## src/rtl/sap2_bus_pkg.sv

```systemverilog
// Shared helpers for the SAP2 bus arbiter and its round-robin selector.
package sap2_bus_pkg;

  // Defaults used when nothing overrides the requester count.
  localparam int unsigned DefaultNReq         = 4;
  localparam int unsigned DefaultLastGrantRst = DefaultNReq - 1;

  // Index width for n items; never narrower than one bit.
  function automatic int unsigned dst_width(input int unsigned n);
    return (n <= 1) ? 1 : $clog2(n);
  endfunction

  // last_grant resets to the top requester so that requester 0 wins the first scan.
  function automatic int unsigned last_grant_rst(input int unsigned n_req);
    return n_req - 1;
  endfunction

endpackage

```

## src/rtl/rr_pick.sv

```systemverilog
// Combinational round-robin selector: first eligible index after i_last_grant, wrapping.
module rr_pick
  import sap2_bus_pkg::*;
#(
  parameter  int unsigned N_REQ = DefaultNReq,
  localparam int unsigned IW    = dst_width(N_REQ)
) (
  input  logic [N_REQ-1:0] i_eligible,
  input  logic [IW-1:0]    i_last_grant,
  output logic [N_REQ-1:0] o_onehot,
  output logic [IW-1:0]    o_index,
  output logic             o_valid
);

  logic          w_hi_found;
  logic          w_lo_found;
  logic [IW-1:0] w_hi_idx;
  logic [IW-1:0] w_lo_idx;

  // Lowest eligible index above last_grant, else lowest eligible overall.
  always_comb begin
    w_hi_found = 1'b0;
    w_lo_found = 1'b0;
    w_hi_idx   = '0;
    w_lo_idx   = '0;
    for (int k = 0; k < int'(N_REQ); k++) begin
      if (!w_hi_found && i_eligible[k] && (IW'(k) > i_last_grant)) begin
        w_hi_found = 1'b1;
        w_hi_idx   = IW'(k);
      end
      if (!w_lo_found && i_eligible[k]) begin
        w_lo_found = 1'b1;
        w_lo_idx   = IW'(k);
      end
    end
  end

  always_comb begin
    o_valid  = w_hi_found | w_lo_found;
    o_index  = w_hi_found ? w_hi_idx : w_lo_idx;
    o_onehot = '0;
    for (int k = 0; k < int'(N_REQ); k++) begin
      o_onehot[k] = o_valid && (o_index == IW'(k));
    end
  end

endmodule

```

## src/rtl/bus_transfer_arbiter.sv

```systemverilog
// Round-robin owner of the SAP2 data bus with lock chaining and per-destination load enables.
module bus_transfer_arbiter
  import sap2_bus_pkg::*;
#(
  parameter  int unsigned WIDTH    = 16,
  parameter  int unsigned N_REQ    = 4,
  parameter  int unsigned N_DST    = 4,
  parameter  int unsigned MAX_LOCK = 4,
  localparam int unsigned DW       = dst_width(N_DST)
) (
  input  logic                   clk,
  input  logic                   rst,
  input  logic                   clk_en,
  input  logic [N_REQ-1:0]       i_req,
  input  logic [N_REQ-1:0]       i_lock,
  input  logic [N_REQ*WIDTH-1:0] i_req_data,
  input  logic [N_REQ*DW-1:0]    i_req_dst,
  output logic [WIDTH-1:0]       o_bus_data,
  output logic [N_DST-1:0]       o_load_enable,
  output logic [N_REQ-1:0]       o_ack,
  output logic                   o_busy,
  output logic                   o_err
);

  localparam int unsigned IW = dst_width(N_REQ);
  localparam int unsigned CW = dst_width(MAX_LOCK);

  logic [WIDTH-1:0] r_bus_data;
  logic [N_DST-1:0] r_load_enable;
  logic [N_REQ-1:0] r_ack;
  logic             r_busy;
  logic             r_err;
  logic [IW-1:0]    r_last_grant;
  logic [CW-1:0]    r_lock_cnt;

  logic [N_REQ-1:0] w_eligible;
  logic [N_REQ-1:0] w_rr_onehot;
  logic [IW-1:0]    w_rr_index;
  logic             w_rr_valid;
  logic             w_g_lock;
  logic             w_lock_ok;
  logic             w_win;
  logic [IW-1:0]    w_win_idx;
  logic [N_REQ-1:0] w_win_onehot;
  logic [CW-1:0]    w_cnt_next;
  logic [WIDTH-1:0] w_data;
  logic [DW-1:0]    w_dst;
  logic             w_dst_ok;
  logic [N_DST-1:0] w_le;

  // The current owner is excluded from the scan; it can only chain through the lock path.
  assign w_eligible = i_req & ~r_ack;
  assign w_g_lock   = (|r_ack) & i_req[r_last_grant] & i_lock[r_last_grant];
  assign w_lock_ok  = w_g_lock & (r_lock_cnt < CW'(MAX_LOCK - 1));

  rr_pick #(
    .N_REQ (N_REQ)
  ) u_rr_pick (
    .i_eligible   (w_eligible),
    .i_last_grant (r_last_grant),
    .o_onehot     (w_rr_onehot),
    .o_index      (w_rr_index),
    .o_valid      (w_rr_valid)
  );

  always_comb begin
    w_win        = 1'b0;
    w_win_idx    = r_last_grant;
    w_win_onehot = '0;
    w_cnt_next   = '0;
    if (w_lock_ok) begin
      w_win        = 1'b1;
      w_win_onehot = r_ack;
      w_cnt_next   = r_lock_cnt + CW'(1);
    end else if (w_rr_valid) begin
      w_win        = 1'b1;
      w_win_idx    = w_rr_index;
      w_win_onehot = w_rr_onehot;
    end else if (w_g_lock) begin
      // Lock cap reached but nobody else wants the bus: keep granting, counter saturates.
      w_win        = 1'b1;
      w_win_onehot = r_ack;
      w_cnt_next   = r_lock_cnt;
    end
  end

  always_comb begin
    w_data = '0;
    w_dst  = '0;
    for (int k = 0; k < int'(N_REQ); k++) begin
      if (w_win_idx == IW'(k)) begin
        w_data = i_req_data[k*WIDTH +: WIDTH];
        w_dst  = i_req_dst[k*DW +: DW];
      end
    end
  end

  always_comb begin
    w_dst_ok = ({1'b0, w_dst} < (DW + 1)'(N_DST));
    w_le     = '0;
    for (int d = 0; d < int'(N_DST); d++) begin
      w_le[d] = w_dst_ok && (w_dst == DW'(d));
    end
  end

  always_ff @(posedge clk or posedge rst) begin
    if (rst) begin
      r_bus_data    <= '0;
      r_load_enable <= '0;
      r_ack         <= '0;
      r_busy        <= 1'b0;
      r_err         <= 1'b0;
      r_last_grant  <= IW'(last_grant_rst(N_REQ));
      r_lock_cnt    <= '0;
    end else if (clk_en) begin
      r_lock_cnt <= w_cnt_next;
      if (w_win) begin
        r_bus_data    <= w_data;
        r_load_enable <= w_le;
        r_ack         <= w_win_onehot;
        r_busy        <= 1'b1;
        r_err         <= ~w_dst_ok;
        r_last_grant  <= w_win_idx;
      end else begin
        r_load_enable <= '0;
        r_ack         <= '0;
        r_busy        <= 1'b0;
        r_err         <= 1'b0;
      end
    end
  end

  assign o_bus_data    = r_bus_data;
  assign o_load_enable = r_load_enable;
  assign o_ack         = r_ack;
  assign o_busy        = r_busy;
  assign o_err         = r_err;

endmodule
```

## config.mk

```make
export PLATFORM = sky130hd
export DESIGN_NAME = bus_transfer_arbiter
export DESIGN_NICKNAME = d
export VERILOG_FILES = /design/src/rtl/sap2_bus_pkg.sv /design/src/rtl/rr_pick.sv /design/src/rtl/bus_transfer_arbiter.sv
export SDC_FILE = /design/constraint.sdc
export NUM_CORES = 1
export LEC_CHECK = 0
export CORE_MARGIN = 1
export CORE_UTILIZATION = 35
export CTS_CLUSTER_DIAMETER = 100
export DETAILED_ROUTE_END_ITERATION = 12
export PLACE_DENSITY = 0.78
export REMOVE_ABC_BUFFERS = 1
export SETUP_SLACK_MARGIN = 0.02
export SYNTH_ARGS = -nofsm -noshare
export SYNTH_HDL_FRONTEND = slang
export SYNTH_SLANG_ARGS = --single-unit
export TNS_END_PERCENT = 20
```

## constraint.sdc

```tcl
create_clock -name clk -period 3 [get_ports clk]
set_clock_uncertainty 0.2 [all_clocks]
set_input_delay 0.3 -clock clk [delete_from_list [all_inputs] [get_ports clk]]
set_output_delay 0.3 -clock clk [all_outputs]
set_load 0.02 [all_outputs]
```

==> metrics.md <==
| Metric | Value |
|---|---|
| CP peak stage delay | roughly 0.6 ns |
| Non-Filler Instances | 385 |
| CTS Buf Count | 5 |
| Syn_area_per_cell | ~9.7 um^2 |
| Core footprint | 5170 um^2 |
| CP cell instances | mux4_2, or3_4, nand2_1, a22o_1, buf_4, mux2_2, o21ai_0 |
| CP Depth | 7 |
| Worst skew pair latency | between 0.2 and 0.3 ns |
| Via density | between 4 and 5 |
| Total global routing overflow | 0 |
| WP data arrival | 2.90 ns |
| Top_reg_cell synth | dfrtp_1 |
| Async SR Flop Fraction | between 90% and 100% |
| Hold Slack | roughly 0.23 ns |
| Post-DP Area | 3130 um^2 |
| Sequential share of the synthesized area | a little under two fifths |
| Final Core Density | between 60% and 70% |
| WS Path Type | flop to flop |
| Shortest period the worst path allows | just under 3 ns |
| Row count | 26 |
| Ys Warns | 0 |
| WL per Instance | 13.5 um |
| Post-synth cell types | 34 |
| Drt total wl | about 5200 um |
| Max cap viols | 0 |
| Worst path buffer plus inverter count | 1 |
| Reg2reg path depth | 7 |
| First-pass GRT wire length | between 8000 and 9000 um |
| Post-CTS Setup Bufs | 0 |
| Initial antenna violation count | 0 |
| Final Max Slew Viols | 0 |
| H-tree depth | 2 |
| Crit start category | flop |
| Final worst-path cycle share | a little over nine tenths |
| Clock sink count | 29 |
| DIE HEIGHT | about 76 um |
| Slowest CP cell | dfstp_2 |
| Share of post-route cells with drive strength above 1 | 15.2% |
| DR iter-0 viols | between 70 and 80 |
| Syn Std Cell Area | between 1500 and 2000 um^2 |
| Final instance area | about 3200 um^2 |
| Final setup fails | 0 |
| Final net count | 398 |
| Synthesized flop and latch total | 29 |
| Root buffer cell | clkbuf_8 |
| Max VDD drop | roughly 0.45 mV |
| Worst slew pin tran | roughly 0.72 ns |
| Critical Path Sink Type | flop |
| RSZ-0062 raised after global routing | true |
| Fmax | about 340 MHz |
| Vias in the first global route | around 1,900 |
| P&R area growth vs syn | 68.9% |
| DR vias | 1,859 |
| GP Congestion | about 0.84 |
| Flop-to-flop setup slack | 0.09 ns |
| Final setup TNS | 0 ns |
| Ant. Diodes | 0 |
| Reg clk slew, reported paths | around 0.06 ns |
| Rel. slew slack | 52.1% |
| Hold Vio Cnt, Final | 0 |
| Pre-Repair DR Iteration Count | 4 |
| Family with the most delay on the worst path | multiplexers |
| Starting Density | between 30% and 40% |
| P_leak | 1.43 nW |
| Max FO, Critical Path | 9 |
| Worst EP required | 2.99 ns |
| Post-synth EDFFs | 0 |
| DIE AREA | 5750 um^2 |
| Filler Cell Count | between 400 and 500 |
| Detailed-route DRC error count | 0 |
| GRT Resource Usage Total | around a fifth |
| Synth Instances | a little under 200 |
| Post-detail-place hpwl | slightly above 4000 um |
| Min-delay worst type | primary input to async pin |
| Die W | 75.8 um |
| Status | finished, final reports clean |
| Final ANT Viol Nets | 0 |
| Port Buffers | ~110 |
| CTS tree | yes |
| Pwr Density | a little under 1000 nW/um^2 |
| Largest net degree at the start of global routing | 19 |
| Max clock buf depth | 2 |
| Dpl cells | 377 |
| I/O pins | ~110 |
placed cells by master (no fill, tap or decap), drive strengths merged, types with 2 or more instances in the layout:
master,n
nand2b,3
a21oi,2
o21ai,22
a32o,2
inv,10
o32ai,2
nand2,37
o31ai,3
mux4,2
nor2b,3
or3,2
buf,16
mux2,17
clkinv,2
mux2i,35
nor2,2
dfstp,2
clkbuf,6
clkdlybuf4s50,107
dfrtp,27
o221ai,3
metal layers:
layer / GRT usage (%) / share of wire [%]
met4: 5.76 / 0.94
met5: 0 / 0
met1: 23.2 / 42
met2: 33.1 / 49
met3: 7.01 / 7.6
worst paths after layout:
| check | startpoint | endpoint |
|---|---|---|
| max | r_last_grant[1]$_DFFE_PP1P_ | o_bus_data[9]$_DFFE_PP0P_ |
| min | rst | o_bus_data[6]$_DFFE_PP0P_ |
| max reg2reg | r_last_grant[1]$_DFFE_PP1P_ | o_bus_data[9]$_DFFE_PP0P_ |
| min reg2reg | o_bus_data[12]$_DFFE_PP0P_ | o_bus_data[12]$_DFFE_PP0P_ |
| max in group asynchronous | rst | o_bus_data[14]$_DFFE_PP0P_ |
| min in group clk | o_bus_data[12]$_DFFE_PP0P_ | o_bus_data[12]$_DFFE_PP0P_ |
power by group:
part / leakage (nW) / internal (W) / total, W / switching [W]
sequential: 0.360 / 0.000578 / 0.000711 / 0.000133
clock: 0.0450 / 0.000160 / 0.000310 / 0.000150
combinational: 1.03 / 0.00113 / 0.00211 / 0.000980
total: 1.43 / 0.00186 / 0.00313 / 0.00126
repair_timing:
| item | in CTS | in global routing |
|---|---|---|
| setup endpoints to repair | 0 | 2 |
| hold buffers | 0 | 0 |
| gates resized for setup | 0 | 2 |
| hold endpoints to repair | 0 | 0 |
synthesized netlist by cell type (2+ instances only):
library cell	count	area share [%]
dfstp_2	2	2.8
mux2_2	17	10
nor2_1	2	0.39
clkbuf_1	6	1.2
o221ai_1	3	1.4
o32ai_1	2	0.92
nand2_1	37	7.3
o21ai_0	21	5.5
dfrtp_1	27	35
o31ai_1	3	1.2
nand2b_1	3	0.98
mux4_2	2	2.4
mux2i_1	35	18
nor2b_1	3	0.98
inv_1	9	1.8
buf_4	5	2.0
a32o_1	2	1.0
state kept, by name, summed over array words and instances (netlist names):
name / cells
o_bus_data: 16
o_ack: 4
o_load_enable: 4
r_last_grant: 2
r_lock_cnt: 2
o_busy: 1
kinds of logic after synthesis:
group / count (synthesis) / share of synthesized area (%)
AO/OA/AOI/OAI: 41 / 14.0
adder cells (fa/ha/maj): 1 / 0.656
buffers and inverters: 22 / 5.38
flip-flops: 29 / 38.2
multiplexers: 54 / 30.8
other: 1 / 0.197
AND/OR/NAND/NOR: 48 / 10.9
worst reg2reg max path, delay by kind of cell, from the launching register on:
family | cells | cell delay, ns
AOI/OAI and AO/OA | 2 | 0.42
buffers and inverters | 1 | 0.24
DFF | 1 | 0.60
muxes | 2 | 0.88
and+or+nand+nor | 2 | 0.49
per-stage QoR:
stage | worst slack, ns | power (W)
floorplan | -1.13 | 0.00204
global placement | -0.0496 | 0.00279
detailed placement | -0.0874 | 0.00282
CTS | 0.0931 | 0.00314
global route | 0.00939 | 0.00334
finish | 0.0914 | 0.00313
area by class of cell:
type,instances,area [um^2],share of cell area [%]
Timing Repair Buffer,123,1200,37.2
Sequential cell,29,728,22.6
Clock buffer,6,72.6,2.25
Clock inverter,2,10.0,0.311
Inverter,10,37.5,1.16
Multi-Input combinational cell,145,1090,33.8
Tap cell,70,87.6,2.72
Note: power is estimated with default switching activity, not from simulation.
